==> src/rtl/quad_cmd_responder_if.sv <==
// quad_cmd_responder_if: serial link pins plus flight-controller setpoint/calibration signals.
interface quad_cmd_responder_if;
    logic        RX;
    logic        TX;
    logic [15:0] ptch;
    logic [15:0] roll;
    logic [15:0] yaw;
    logic [8:0]  thrst;
    logic        strt_cal;
    logic        inertial_cal;
    logic        cal_done;
    logic        motors_off;
    modport slave (
        input  RX, cal_done,
        output TX, ptch, roll, yaw, thrst, strt_cal, inertial_cal, motors_off
    );
    modport master (
        output RX, cal_done,
        input  TX, ptch, roll, yaw, thrst, strt_cal, inertial_cal, motors_off
    );
endinterface

==> src/rtl/quad_cmd_responder.sv <==
// quad_cmd_responder: UART 8N1 command decoder driving flight setpoints, with ack/nak replies and a link watchdog.
module quad_cmd_responder #(
    parameter int BAUD_DIV = 2604,
    parameter int BYTE_TO  = 2**20,
    parameter int WDOG_TO  = 2**26
) (
    input logic clk,
    input logic rst,
    quad_cmd_responder_if.slave bus
);
    localparam int CW = $clog2(BAUD_DIV);
    localparam int TW = $clog2(BYTE_TO) + 1;
    localparam int WW = $clog2(WDOG_TO) + 1;

    typedef enum logic [2:0] {IDLE, GET_HI, GET_LO, EXEC, WAIT_CAL, RESP} state_t;
    state_t state, nxt;

    logic [2:0]    rx_s;
    logic          rx_busy;
    logic [CW-1:0] rx_cnt;
    logic [3:0]    rx_bit;
    logic [7:0]    rx_sh;
    logic          rx, rx_smp, rx_rdy, rx_err;
    logic [TW-1:0] to_cnt;
    logic          in_get, to_exp;
    logic [7:0]    cmd;
    logic [15:0]   data;
    logic [15:0]   ptch, roll, yaw;
    logic [8:0]    thrst;
    logic          strt_cal, inertial_cal, motors_off;
    logic [WW-1:0] wd_cnt;
    logic          wd_clr, wd_fire;
    logic          tx_q, tx_busy, tx_load, tx_done;
    logic [CW-1:0] tx_cnt;
    logic [3:0]    tx_bit;
    logic [8:0]    tx_sh;
    logic [7:0]    resp;

    assign rx     = rx_s[1];
    assign rx_smp = rx_busy && rx_cnt == '0;
    assign rx_rdy = rx_smp && rx_bit == 4'd9 && rx;
    assign rx_err = rx_smp && rx_bit == 4'd9 && !rx;

    // rx_s[2] is the previous synchronized level, used for falling-edge detection
    always_ff @(posedge clk) begin
        if (rst) begin
            rx_s    <= 3'b111;
            rx_busy <= 1'b0;
            rx_cnt  <= '0;
            rx_bit  <= '0;
            rx_sh   <= '0;
        end else begin
            rx_s <= {rx_s[1:0], bus.RX};
            if (!rx_busy) begin
                if (rx_s[2] && !rx_s[1]) begin
                    rx_busy <= 1'b1;
                    rx_cnt  <= CW'(BAUD_DIV / 2 - 1);
                    rx_bit  <= '0;
                end
            end else if (rx_cnt != '0) begin
                rx_cnt <= rx_cnt - 1'b1;
            end else begin
                rx_cnt <= CW'(BAUD_DIV - 1);
                rx_bit <= rx_bit + 1'b1;
                if ((rx_bit == 4'd0 && rx) || rx_bit == 4'd9)
                    rx_busy <= 1'b0;
                if (rx_bit >= 4'd1 && rx_bit <= 4'd8)
                    rx_sh <= {rx, rx_sh[7:1]};
            end
        end
    end

    // inter-byte timer pauses while a byte is arriving, so it measures stop-to-start gaps
    assign in_get = state == GET_HI || state == GET_LO;
    assign to_exp = in_get && !rx_busy && to_cnt == TW'(BYTE_TO - 1);

    always_ff @(posedge clk) begin
        if (rst)
            to_cnt <= '0;
        else
            to_cnt <= (rx_rdy || !in_get) ? '0 : rx_busy ? to_cnt : to_cnt + 1'b1;
    end

    always_ff @(posedge clk) begin
        if (rst)
            state <= IDLE;
        else
            state <= nxt;
    end

    always_comb begin
        nxt      = state;
        strt_cal = 1'b0;
        case (state)
            IDLE:     nxt = rx_rdy ? GET_HI : IDLE;
            GET_HI:   nxt = rx_rdy ? GET_LO : (rx_err || to_exp) ? IDLE : GET_HI;
            GET_LO:   nxt = rx_rdy ? EXEC : (rx_err || to_exp) ? IDLE : GET_LO;
            EXEC: begin
                nxt      = cmd == 8'h06 ? WAIT_CAL : RESP;
                strt_cal = cmd == 8'h06;
            end
            WAIT_CAL: nxt = bus.cal_done ? RESP : WAIT_CAL;
            RESP:     nxt = tx_done ? IDLE : RESP;
            default:  nxt = IDLE;
        endcase
    end

    always_ff @(posedge clk) begin
        if (rst) begin
            cmd  <= '0;
            data <= '0;
        end else if (rx_rdy) begin
            if (state == IDLE)   cmd        <= rx_sh;
            if (state == GET_HI) data[15:8] <= rx_sh;
            if (state == GET_LO) data[7:0]  <= rx_sh;
        end
    end

    assign wd_clr  = state == EXEC || motors_off || inertial_cal;
    assign wd_fire = !wd_clr && wd_cnt == WW'(WDOG_TO - 1);

    always_ff @(posedge clk) begin
        if (rst)
            wd_cnt <= '0;
        else
            wd_cnt <= wd_clr ? '0 : wd_cnt == WW'(WDOG_TO) ? wd_cnt : wd_cnt + 1'b1;
    end

    always_ff @(posedge clk) begin
        if (rst) begin
            ptch         <= '0;
            roll         <= '0;
            yaw          <= '0;
            thrst        <= '0;
            inertial_cal <= 1'b0;
            motors_off   <= 1'b1;
        end else if (state == EXEC) begin
            case (cmd)
                8'h02: ptch <= data;
                8'h03: roll <= data;
                8'h04: yaw <= data;
                8'h05: thrst <= data[8:0];
                8'h06: inertial_cal <= 1'b1;
                8'h07: begin
                    ptch  <= '0;
                    roll  <= '0;
                    yaw   <= '0;
                    thrst <= '0;
                end
                8'h08: begin
                    motors_off <= 1'b1;
                    thrst      <= '0;
                end
                default: ;
            endcase
        end else begin
            if (wd_fire) begin
                ptch  <= '0;
                roll  <= '0;
                yaw   <= '0;
                thrst <= '0;
            end
            if (state == WAIT_CAL && bus.cal_done) begin
                inertial_cal <= 1'b0;
                motors_off   <= 1'b0;
            end
        end
    end

    assign resp    = cmd inside {[8'h02:8'h08]} ? 8'hA5 : 8'hEE;
    assign tx_load = state == RESP && !tx_busy;
    assign tx_done = tx_busy && tx_bit == 4'd9 && tx_cnt == CW'(BAUD_DIV - 1);

    // tx_sh carries the data bits followed by a 1 that becomes the stop bit
    always_ff @(posedge clk) begin
        if (rst) begin
            tx_q    <= 1'b1;
            tx_busy <= 1'b0;
            tx_cnt  <= '0;
            tx_bit  <= '0;
            tx_sh   <= '1;
        end else if (tx_load) begin
            tx_q    <= 1'b0;
            tx_busy <= 1'b1;
            tx_cnt  <= '0;
            tx_bit  <= '0;
            tx_sh   <= {1'b1, resp};
        end else if (tx_busy) begin
            if (tx_cnt == CW'(BAUD_DIV - 1)) begin
                tx_cnt <= '0;
                tx_bit <= tx_bit + 1'b1;
                tx_q   <= tx_sh[0];
                tx_sh  <= {1'b1, tx_sh[8:1]};
                if (tx_bit == 4'd9)
                    tx_busy <= 1'b0;
            end else begin
                tx_cnt <= tx_cnt + 1'b1;
            end
        end
    end

    assign bus.TX           = tx_q;
    assign bus.ptch         = ptch;
    assign bus.roll         = roll;
    assign bus.yaw          = yaw;
    assign bus.thrst        = thrst;
    assign bus.strt_cal     = strt_cal;
    assign bus.inertial_cal = inertial_cal;
    assign bus.motors_off   = motors_off;
endmodule

==> src/flat_wrapper.sv <==
// flat-port wrapper written by rule: the top's interface ports become plain ports
module quad_cmd_responder_flat 
#(
    parameter int BAUD_DIV = 2604,
    parameter int BYTE_TO  = 2**20,
    parameter int WDOG_TO  = 2**26
)
  (clk, rst, bus_RX, bus_cal_done, bus_TX, bus_ptch, bus_roll, bus_yaw, bus_thrst, bus_strt_cal, bus_inertial_cal, bus_motors_off);
  quad_cmd_responder_if bus_i ();
  input logic clk;
  input logic rst;
  input wire logic [$bits(bus_i.RX)-1:0] bus_RX;
  input wire logic [$bits(bus_i.cal_done)-1:0] bus_cal_done;
  output wire logic [$bits(bus_i.TX)-1:0] bus_TX;
  output wire logic [$bits(bus_i.ptch)-1:0] bus_ptch;
  output wire logic [$bits(bus_i.roll)-1:0] bus_roll;
  output wire logic [$bits(bus_i.yaw)-1:0] bus_yaw;
  output wire logic [$bits(bus_i.thrst)-1:0] bus_thrst;
  output wire logic [$bits(bus_i.strt_cal)-1:0] bus_strt_cal;
  output wire logic [$bits(bus_i.inertial_cal)-1:0] bus_inertial_cal;
  output wire logic [$bits(bus_i.motors_off)-1:0] bus_motors_off;
  assign bus_i.RX = bus_RX;
  assign bus_i.cal_done = bus_cal_done;
  assign bus_TX = bus_i.TX;
  assign bus_ptch = bus_i.ptch;
  assign bus_roll = bus_i.roll;
  assign bus_yaw = bus_i.yaw;
  assign bus_thrst = bus_i.thrst;
  assign bus_strt_cal = bus_i.strt_cal;
  assign bus_inertial_cal = bus_i.inertial_cal;
  assign bus_motors_off = bus_i.motors_off;
  quad_cmd_responder #(.BAUD_DIV(BAUD_DIV), .BYTE_TO(BYTE_TO), .WDOG_TO(WDOG_TO)) u_core (.clk(clk), .rst(rst), .bus(bus_i));
endmodule
==> config.mk <==
export PLATFORM = sky130hd
export DESIGN_NAME = quad_cmd_responder_flat
export DESIGN_NICKNAME = d
export VERILOG_FILES = /design/src/rtl/quad_cmd_responder_if.sv /design/src/rtl/quad_cmd_responder.sv /design/src/flat_wrapper.sv
export SDC_FILE = /design/constraint.sdc
export NUM_CORES = 1
export LEC_CHECK = 0
export CAP_MARGIN = 20
export CORE_AREA = 2 2 130 132
export CTS_CLUSTER_SIZE = 30
export DETAILED_ROUTE_END_ITERATION = 6
export DIE_AREA = 0 0 132 134
export PLACE_DENSITY_LB_ADDON = 0.05
export SLEW_MARGIN = 30
export SYNTH_ARGS = -nofsm -noshare
export SYNTH_HDL_FRONTEND = slang
export SYNTH_SLANG_ARGS = --single-unit
==> constraint.sdc <==
create_clock -name clk -period 6.1 [get_ports clk]
set_clock_uncertainty 0.05 [all_clocks]
set_input_delay 0.61 -clock clk [delete_from_list [all_inputs] [get_ports clk]]
set_output_delay 0.61 -clock clk [all_outputs]
set_load 0.03 [all_outputs]
==> results of run 1 <==
==> layer usage <==
metal,track usage,share of wire,up-vias,routed length [um]
met2,0.358,0.50,88,8890
met3,0.0416,0.030,17,538
met1,0.255,0.46,3055,8250
met5,0,0,-,0
met4,0.0688,0.0094,0,168
li1,-,-,3155,-
==> cell usage after synthesis, types with 3 or more instances <==
| cell type | count |
|---|---|
| sky130_fd_sc_hd__a211oi_1 | 5 |
| sky130_fd_sc_hd__a21oi_1 | 26 |
| sky130_fd_sc_hd__a22o_1 | 9 |
| sky130_fd_sc_hd__a22oi_1 | 3 |
| sky130_fd_sc_hd__a31oi_1 | 5 |
| sky130_fd_sc_hd__and3_1 | 4 |
| sky130_fd_sc_hd__and4_1 | 7 |
| sky130_fd_sc_hd__buf_1 | 3 |
| sky130_fd_sc_hd__buf_2 | 6 |
| sky130_fd_sc_hd__clkbuf_1 | 39 |
| sky130_fd_sc_hd__dfxtp_1 | 187 |
| sky130_fd_sc_hd__ha_1 | 12 |
| sky130_fd_sc_hd__inv_1 | 19 |
| sky130_fd_sc_hd__mux2i_1 | 40 |
| sky130_fd_sc_hd__nand2_1 | 45 |
| sky130_fd_sc_hd__nand2b_1 | 10 |
| sky130_fd_sc_hd__nand3_1 | 26 |
| sky130_fd_sc_hd__nand3b_1 | 54 |
| sky130_fd_sc_hd__nand4_1 | 20 |
| sky130_fd_sc_hd__nand4b_1 | 4 |
| sky130_fd_sc_hd__nor2_1 | 121 |
| sky130_fd_sc_hd__nor2b_1 | 5 |
| sky130_fd_sc_hd__nor3_1 | 16 |
| sky130_fd_sc_hd__nor3b_1 | 4 |
| sky130_fd_sc_hd__nor4_1 | 16 |
| sky130_fd_sc_hd__nor4b_1 | 3 |
| sky130_fd_sc_hd__o21ai_0 | 69 |
| sky130_fd_sc_hd__or2_2 | 8 |
| sky130_fd_sc_hd__or3_1 | 7 |
| sky130_fd_sc_hd__or4_1 | 6 |
| sky130_fd_sc_hd__xnor2_1 | 24 |
| sky130_fd_sc_hd__xor2_1 | 38 |
==> through the flow <==
stage | utilization | total power (W) | area, um2 | instances | hold WS, ns
final | 0.575 | 0.00249 | 9370 | 1151 | 0.364
after global routing | 0.575 | 0.00258 | 9370 | 1151 | 0.391
after CTS | 0.574 | 0.00251 | 9350 | 1150 | 0.365
after detailed placement | 0.537 | 0.00139 | 8740 | 1118 | 0.348
after global placement | 0.537 | 0.00138 | 8740 | 1118 | 0.346
after floorplan | - | 0.00137 | 7980 | 878 | 0.339
==> where the power goes <==
group / internal (W) / leakage (nW) / switching (W)
registers: 0.00123 / 1.51 / 0.0000102
clock network: 0.000619 / 0.284 / 0.000508
logic: 0.0000461 / 1.50 / 0.0000750
==> registers in the layout, summed over array words and instances (netlist names) <==
name	count
u_core.rx_bit	4
u_core.data	16
u_core.tx_busy	1
u_core.state	3
u_core.to_cnt	21
u_core.bus.motors_off	1
u_core.bus.thrst	9
u_core.bus.TX	1
u_core.rx_sh	8
u_core.bus.inertial_cal	1
u_core.cmd	8
u_core.rx_busy	1
u_core.bus.ptch	16
u_core.rx_s	3
u_core.tx_bit	4
u_core.bus.roll	16
u_core.rx_cnt	12
u_core.tx_cnt	12
u_core.tx_sh	7
u_core.wd_cnt	27
u_core.bus.yaw	16
==> area by class of cell <==
cell class / count / area (um2)
clock inverters: 15 / 181
inverters: 19 / 71.3
multi-input cells: 621 / 3980
repair buffers: 72 / 696
clock buffers: 17 / 425
fillers: 1403 / 6920
flip-flops and latches: 187 / 3740
well taps: 220 / 275
==> cells by family after synthesis <==
kind of cell / after synthesis / synth area share
AO/OA/AOI/OAI: 132 / 0.0966
AND/OR/NAND/NOR: 375 / 0.261
XOR/XNOR: 62 / 0.0681
multiplexers: 40 / 0.0502
adder cells (fa/ha/maj): 12 / 0.0188
flip-flops: 187 / 0.469
buffers and inverters: 70 / 0.0362
==> how the worst max path moves through the flow <==
| stage | startpoint | to | cells after the start |
|---|---|---|---|
| after detailed placement | u_core.cmd[4] | bus_strt_cal | 4 |
| final | u_core.cmd[4] | bus_strt_cal | 4 |
| after CTS | u_core.cmd[4] | bus_strt_cal | 4 |
| after global placement | u_core.cmd[4] | bus_strt_cal | 4 |
| after floorplan | u_core.cmd[4] | bus_strt_cal | 3 |
| after global routing | u_core.cmd[4] | bus_strt_cal | 4 |
==> worst max-delay path: cells and delay by family, from the launching register on <==
| family | cells | cell delay, ns |
|---|---|---|
| simple gates | 3 | 1.38 |
| buf+inv | 1 | 0.75 |
| flops | 1 | 0.33 |
==> qor.yml, run 1 <==
global_route:
  grt_overflow: 0
  first_pass_grt_wire_length_mm: 29.6
  antenna_found_initial: 0
  grt_max_degree: 109
  track_usage: 0.205
  number_of_global_route_vias_before_repair: 5967
drt:
  drt-total-wl_mm: 17.8
  num_vias: 6315
  antenna_left: 0
  avgRoutedWirePerCell_um: 15.5
  drc: 0
  drtIter0Drc: 331
  routed_via_count_divided_by_cell_count: 5.49
  firstDrtPassIters: 5
critical_path:
  cp.arrival_ns: 2.89
  critPathSlowestCell: "sky130_fd_sc_hd__clkdlybuf4s50_1"
  criticalPathCategory: "flop to output pin"
  critPathLaunchType: "flop"
  worst_path_largest_cell_delay_ns: 0.75
  cp_cell_sequence: "or4_1, or4_1, nor3b_1, clkdlybuf4s50_1"
  cp.required_ns: 5.44
  critical_path.most_common_cell: "sky130_fd_sc_hd__or4_1"
  worst-path-max-fanout: 5
  worstRegToRegCells: 7
  reg2reg_slack_ns: 3.25
  setup.worst_path.end_class: "output pin"
  critical_path.reg2reg.endpoint: "u_core.data[11]"
  worstReg2RegStart: "u_core.rx_cnt[0]"
flow_run:
  cap_viol_max_count: 0
synth:
  syn-cell-area_um2: 7980
  post_synth_main_area_contributors: "sky130_fd_sc_hd__dfxtp_1, sky130_fd_sc_hd__nor2_1, sky130_fd_sc_hd__nand3b_1, sky130_fd_sc_hd__mux2i_1, sky130_fd_sc_hd__o21ai_0"
  post_synth_top_area_share: 0.469
  synth_ff_type: "sky130_fd_sc_hd__dfxtp_1"
  synth.ff_latch_count: 187
  yosys.area.top_type: "sky130_fd_sc_hd__dfxtp_1"
  ys_async_sr_fraction: 0
  synth-edff-count: 0
  synth.lib_cells_used.distinct: 59
  net_count_after_synthesis: 894
  syn-instance-count: 878
  syn_area_per_cell_um2: 9.08
  ys.warnings.count: 0
  ys_seq_area_frac: 0.469
power_and_ir_drop:
  leakagePower_nw: 3.29
  total_power_density_per_cell_area_nw_per_um2: 265
  peakVddDrop_v: 0.000191
clock_network:
  clock-sinks: 187
  post_cts.repair.setup_buffers: 0
  clock_latency_late_sink_ns: 0.43
  clk_pin_slew_worst_paths_ns: 0.07
  numCtsBuffers: 17
  tritoncts_clock_tree: "yes"
  cts-htree-levels: 4
  cts_resized: 0
  cts_root_buf: "sky130_fd_sc_hd__clkbuf_16"
  max-clock-path-buffers: 2
  ctsHoldBuffers: 0
place:
  placed_wire_length_estimate_after_detailed_placement_mm: 12.1
  post-place-ws_ns: 2.99
  port_buffers: 64
  gp_congestion: 0.784
sta:
  timing.max_slew.rel_slack: 0.351
  finalCriticalPeriod_ns: 3.55
  setup_viol: 0
  timing_worst_slew_pin_value_ns: 0.974
  finalMaxSlewViolations: 0
  maxClockFrequency_mhz: 282
  grt_setup_unrepaired: "false"
  tns_ns: 0
  hold_violations: 0
  final_clock_period_utilization_by_the_worst_path: 0.582
  setup_ws_ns: 2.55
floorplanning:
  die-area_um2: 17700
  placement_rows: 47
  floorplan.die.width_um: 132
  die_y_um: 134
  initial_core_util: 0.490
  placeableCoreArea_um2: 16300
  io_pins: 65
finish:
  fraction_of_final_layout_cells_with_drive_strength_greater_than_1: 0.0720
  areaGrowthSynthToFinish_pct: 17.5
  n_antenna_cell: 0
  mostFrequentLayoutCell: "sky130_fd_sc_hd__dfxtp_1"
  commonest_cells_after_routing_fill_and_taps_aside: "sky130_fd_sc_hd__dfxtp_1, sky130_fd_sc_hd__nor2_1, sky130_fd_sc_hd__o21ai_0"
  finalNetCount: 934
worst_hold_path:
  worstHoldStart: "u_core.rx_s[0]"
  holdPathStages: 1
  min-delay-path-class: "flop to flop"
  worst_hold_path.endpoint: "u_core.rx_s[1]"
outcome:
  run_status: "complete, no violations"
Note: power is estimated with default switching activity, not from simulation.
==> inputs of run 2 (changes only) <==
==> constraint.sdc (replaced) <==
create_clock -name clk -period 3.3 [get_ports clk]
set_clock_uncertainty 0.05 [all_clocks]
set_input_delay 0.33 -clock clk [delete_from_list [all_inputs] [get_ports clk]]
set_output_delay 0.33 -clock clk [all_outputs]
set_load 0.03 [all_outputs]
==> run 2 against run 1 <==
Effect of this change:
- critical path depth did not move
- utilization hardly changed
- cell count grew 0.61%
- register-to-register slack got worse by 2.7 ns
- flip-flop and latch count unchanged
- non-clock buffer count up 7
- clock power is 74% higher
- die area did not move
- combinational power increased by 89%
- global-route usage rose by 0.36 points
- first-iteration DRC count rose by 2.7%
- sequential power grew 85%
==> qor.yml, run 2 (same netlist as run 1, synthesis figures left out) <==
critical_path:
  cp_top_delay_family: "simple AND/OR/NAND/NOR gates"
  worst-path-max-fanout: 5  # unchanged
  launch_point_of_the_critical_path: "u_core.cmd[4]"
  worstRegToRegCells: 7  # unchanged
  cp.arrival_ns: 2.60  # -0.29 ns
  critPathSlowestCell: "sky130_fd_sc_hd__or4_1"
  criticalPathCategory: "flop to output pin"
  critical_path.most_common_cell: "sky130_fd_sc_hd__or4_1"
  worst_path_largest_cell_delay_ns: 0.60  # -0.15 ns
  cp.required_ns: 2.92  # -2.52 ns
  setup.worst_path.end_class: "output pin"
  cp_cell_sequence: "or4_1, or4_1, nor3b_1, dlygate4sd2_1"
  worstReg2RegStart: "u_core.rx_cnt[0]"
  critical_path_cell_count: 4  # unchanged
  cp.buffers_inverters: 1  # unchanged
  critPathLaunchType: "flop"
clock_network:
  tritoncts_clock_tree: "yes"
  ctsHoldBuffers: 0  # unchanged
  cts-htree-levels: 4  # unchanged
  clk_pin_slew_worst_paths_ns: 0.07  # about the same
  numCtsBuffers: 17  # unchanged
  clock_latency_late_sink_ns: 0.43  # about the same
  max-clock-path-buffers: 2  # unchanged
  cts_root_buf: "sky130_fd_sc_hd__clkbuf_16"
  clock-sinks: 187  # unchanged
sta:
  hold_violations: 0  # unchanged
  timing.max_slew.rel_slack: 0.468  # +0.117
  finalCriticalPeriod_ns: 2.98
  holdWs_ns: 0.361  # -0.00306 ns
  finalMaxSlewViolations: 0  # unchanged
  timing_worst_slew_pin_value_ns: 0.799  # -0.175 ns
  grt_setup_unrepaired: "false"
  maxClockFrequency_mhz: 336
  final_clock_period_utilization_by_the_worst_path: 0.902
  setup_viol: 0  # unchanged
  tns_ns: 0  # unchanged
power_and_ir_drop:
  leakagePower_nw: 3.32  # +1.0%
  total_power_density_per_cell_area_nw_per_um2: 479  # +80%
  peakVddDrop_v: 0.000588  # +210%
floorplanning:
  die_y_um: 134  # unchanged
  floorplan.die.width_um: 132  # unchanged
  io_pins: 65  # unchanged
  placeableCoreArea_um2: 16300  # unchanged
  initial_core_util: 0.490  # unchanged
  placement_rows: 47  # unchanged
  die-area_um2: 17700  # unchanged
global_route:
  antenna_found_initial: 0  # unchanged
  first_pass_grt_wire_length_mm: 30.2  # +2.2%
  grt_max_degree: 55  # -50%
  track_usage: 0.209  # +0.00357
  number_of_global_route_vias_before_repair: 6202  # +3.9%
  grt_overflow: 0  # unchanged
finish:
  areaGrowthSynthToFinish_pct: 17.6  # about the same
  finalNetCount: 941  # +0.75%
  final_core_util: 0.576  # about the same
  commonest_cells_after_routing_fill_and_taps_aside: "sky130_fd_sc_hd__dfxtp_1, sky130_fd_sc_hd__nor2_1, sky130_fd_sc_hd__o21ai_0"
  largest-register: "u_core.wd_cnt"
  fraction_of_final_layout_cells_with_drive_strength_greater_than_1: 0.0757  # +0.00373
  mostFrequentLayoutCell: "sky130_fd_sc_hd__dfxtp_1"
  number_of_flip_flops_in_the_largest_register: 27  # unchanged
  largestRegisters: "u_core.wd_cnt x27, u_core.to_cnt x21"
  n_antenna_cell: 0  # unchanged
  final_design_area_no_fill_um2: 9380  # about the same
place:
  instance_area_at_placement_um2: 8790  # +0.60%
  placed_wire_length_estimate_after_detailed_placement_mm: 12.4  # +2.0%
  gp_congestion: 0.814  # +3.8%
  port_buffers: 64  # unchanged
drt:
  num_vias: 6358  # +0.68%
  dr_wl_met3_um: 653  # +21%
  drtIter0Drc: 340  # +2.7%
  avgRoutedWirePerCell_um: 15.5  # about the same
  routed_via_count_divided_by_cell_count: 5.49  # about the same
  drt-met1-wl_mm: 8.26  # about the same
  drt-total-wl_mm: 17.9  # +0.55%
  drc: 0  # unchanged
  firstDrtPassIters: 4  # -1
  highest_metal_layer_with_signal_wires: "met4"
  routed-wl-met2_mm: 8.75  # -1.5%
  antenna_left: 0  # unchanged
worst_hold_path:
  worstHoldStart: "u_core.rx_s[0]"
  holdPathStages: 1  # unchanged
  min-delay-path-class: "flop to flop"
outcome:
  run_status: "complete, no violations"
flow_run:
  cap_viol_max_count: 0  # unchanged
==> run 2: cell count changes in the layout (fill, tap and decap cells not counted), sizes merged <==
cell,previous run,this run
buf,9,16
clkinvlp,4,3
clkinv,3,4
inv,25,26
dlygate4sd2,0,1
clkdlybuf4s50,63,62
clkbuf,17,18
bufinv,2,0
==> run 2: layout make-up <==
| class | instances | area (um2) |
|---|---|---|
| Clock buffer | 18 | 439 |
| Timing Repair Buffer | 79 | 751 |
| Multi-Input combinational cell | 621 | 3960 |
| Clock inverter | 14 | 131 |
| Sequential cell | 187 | 3740 |
| Inverter | 19 | 71.3 |
| Tap cell | 220 | 275 |
| Fill cell | 1426 | 6910 |
==> run 2: final timing paths <==
path / to / slack, ns
hold / removal: u_core.rx_s[1] / 0.36
setup / recovery: bus_strt_cal / 0.32
hold reg to reg: u_core.rx_s[1] / 0.36
setup reg to reg: u_core.data[8] / 0.57
==> run 2: repair_timing <==
item / 4_1_cts / 5_1_grt
resized for setup: 1 / 0
setup endpoints to repair: 1 / 0
setup buffers: 0 / 0
==> run 2: stage by stage <==
stage          cells  setup slack (ns)  total power, W
5_1_grt         1158             0.237         0.00467
3_5_place_dp    1125             0.459         0.00257
4_1_cts         1157             0.293         0.00454
2_1_floorplan    878             0.819         0.00253
3_3_place_gp    1125             0.454         0.00256
6_report        1158             0.323         0.00449
==> run 2: where the power goes <==
part	total (W)	internal, W	switching [W]
Sequential	0.00229	0.00227	0.0000189
Clock	0.00197	0.00102	0.000948
Combinational	0.000229	0.0000909	0.000139
Total	0.00449	0.00338	0.00111
==> run 2: metal layers <==
layer / up-vias / global-route usage
met4: 0 / 0.0694
met3: 16 / 0.0506
li1: 3165 / -
met1: 3068 / 0.267
met5: - / 0
met2: 109 / 0.348
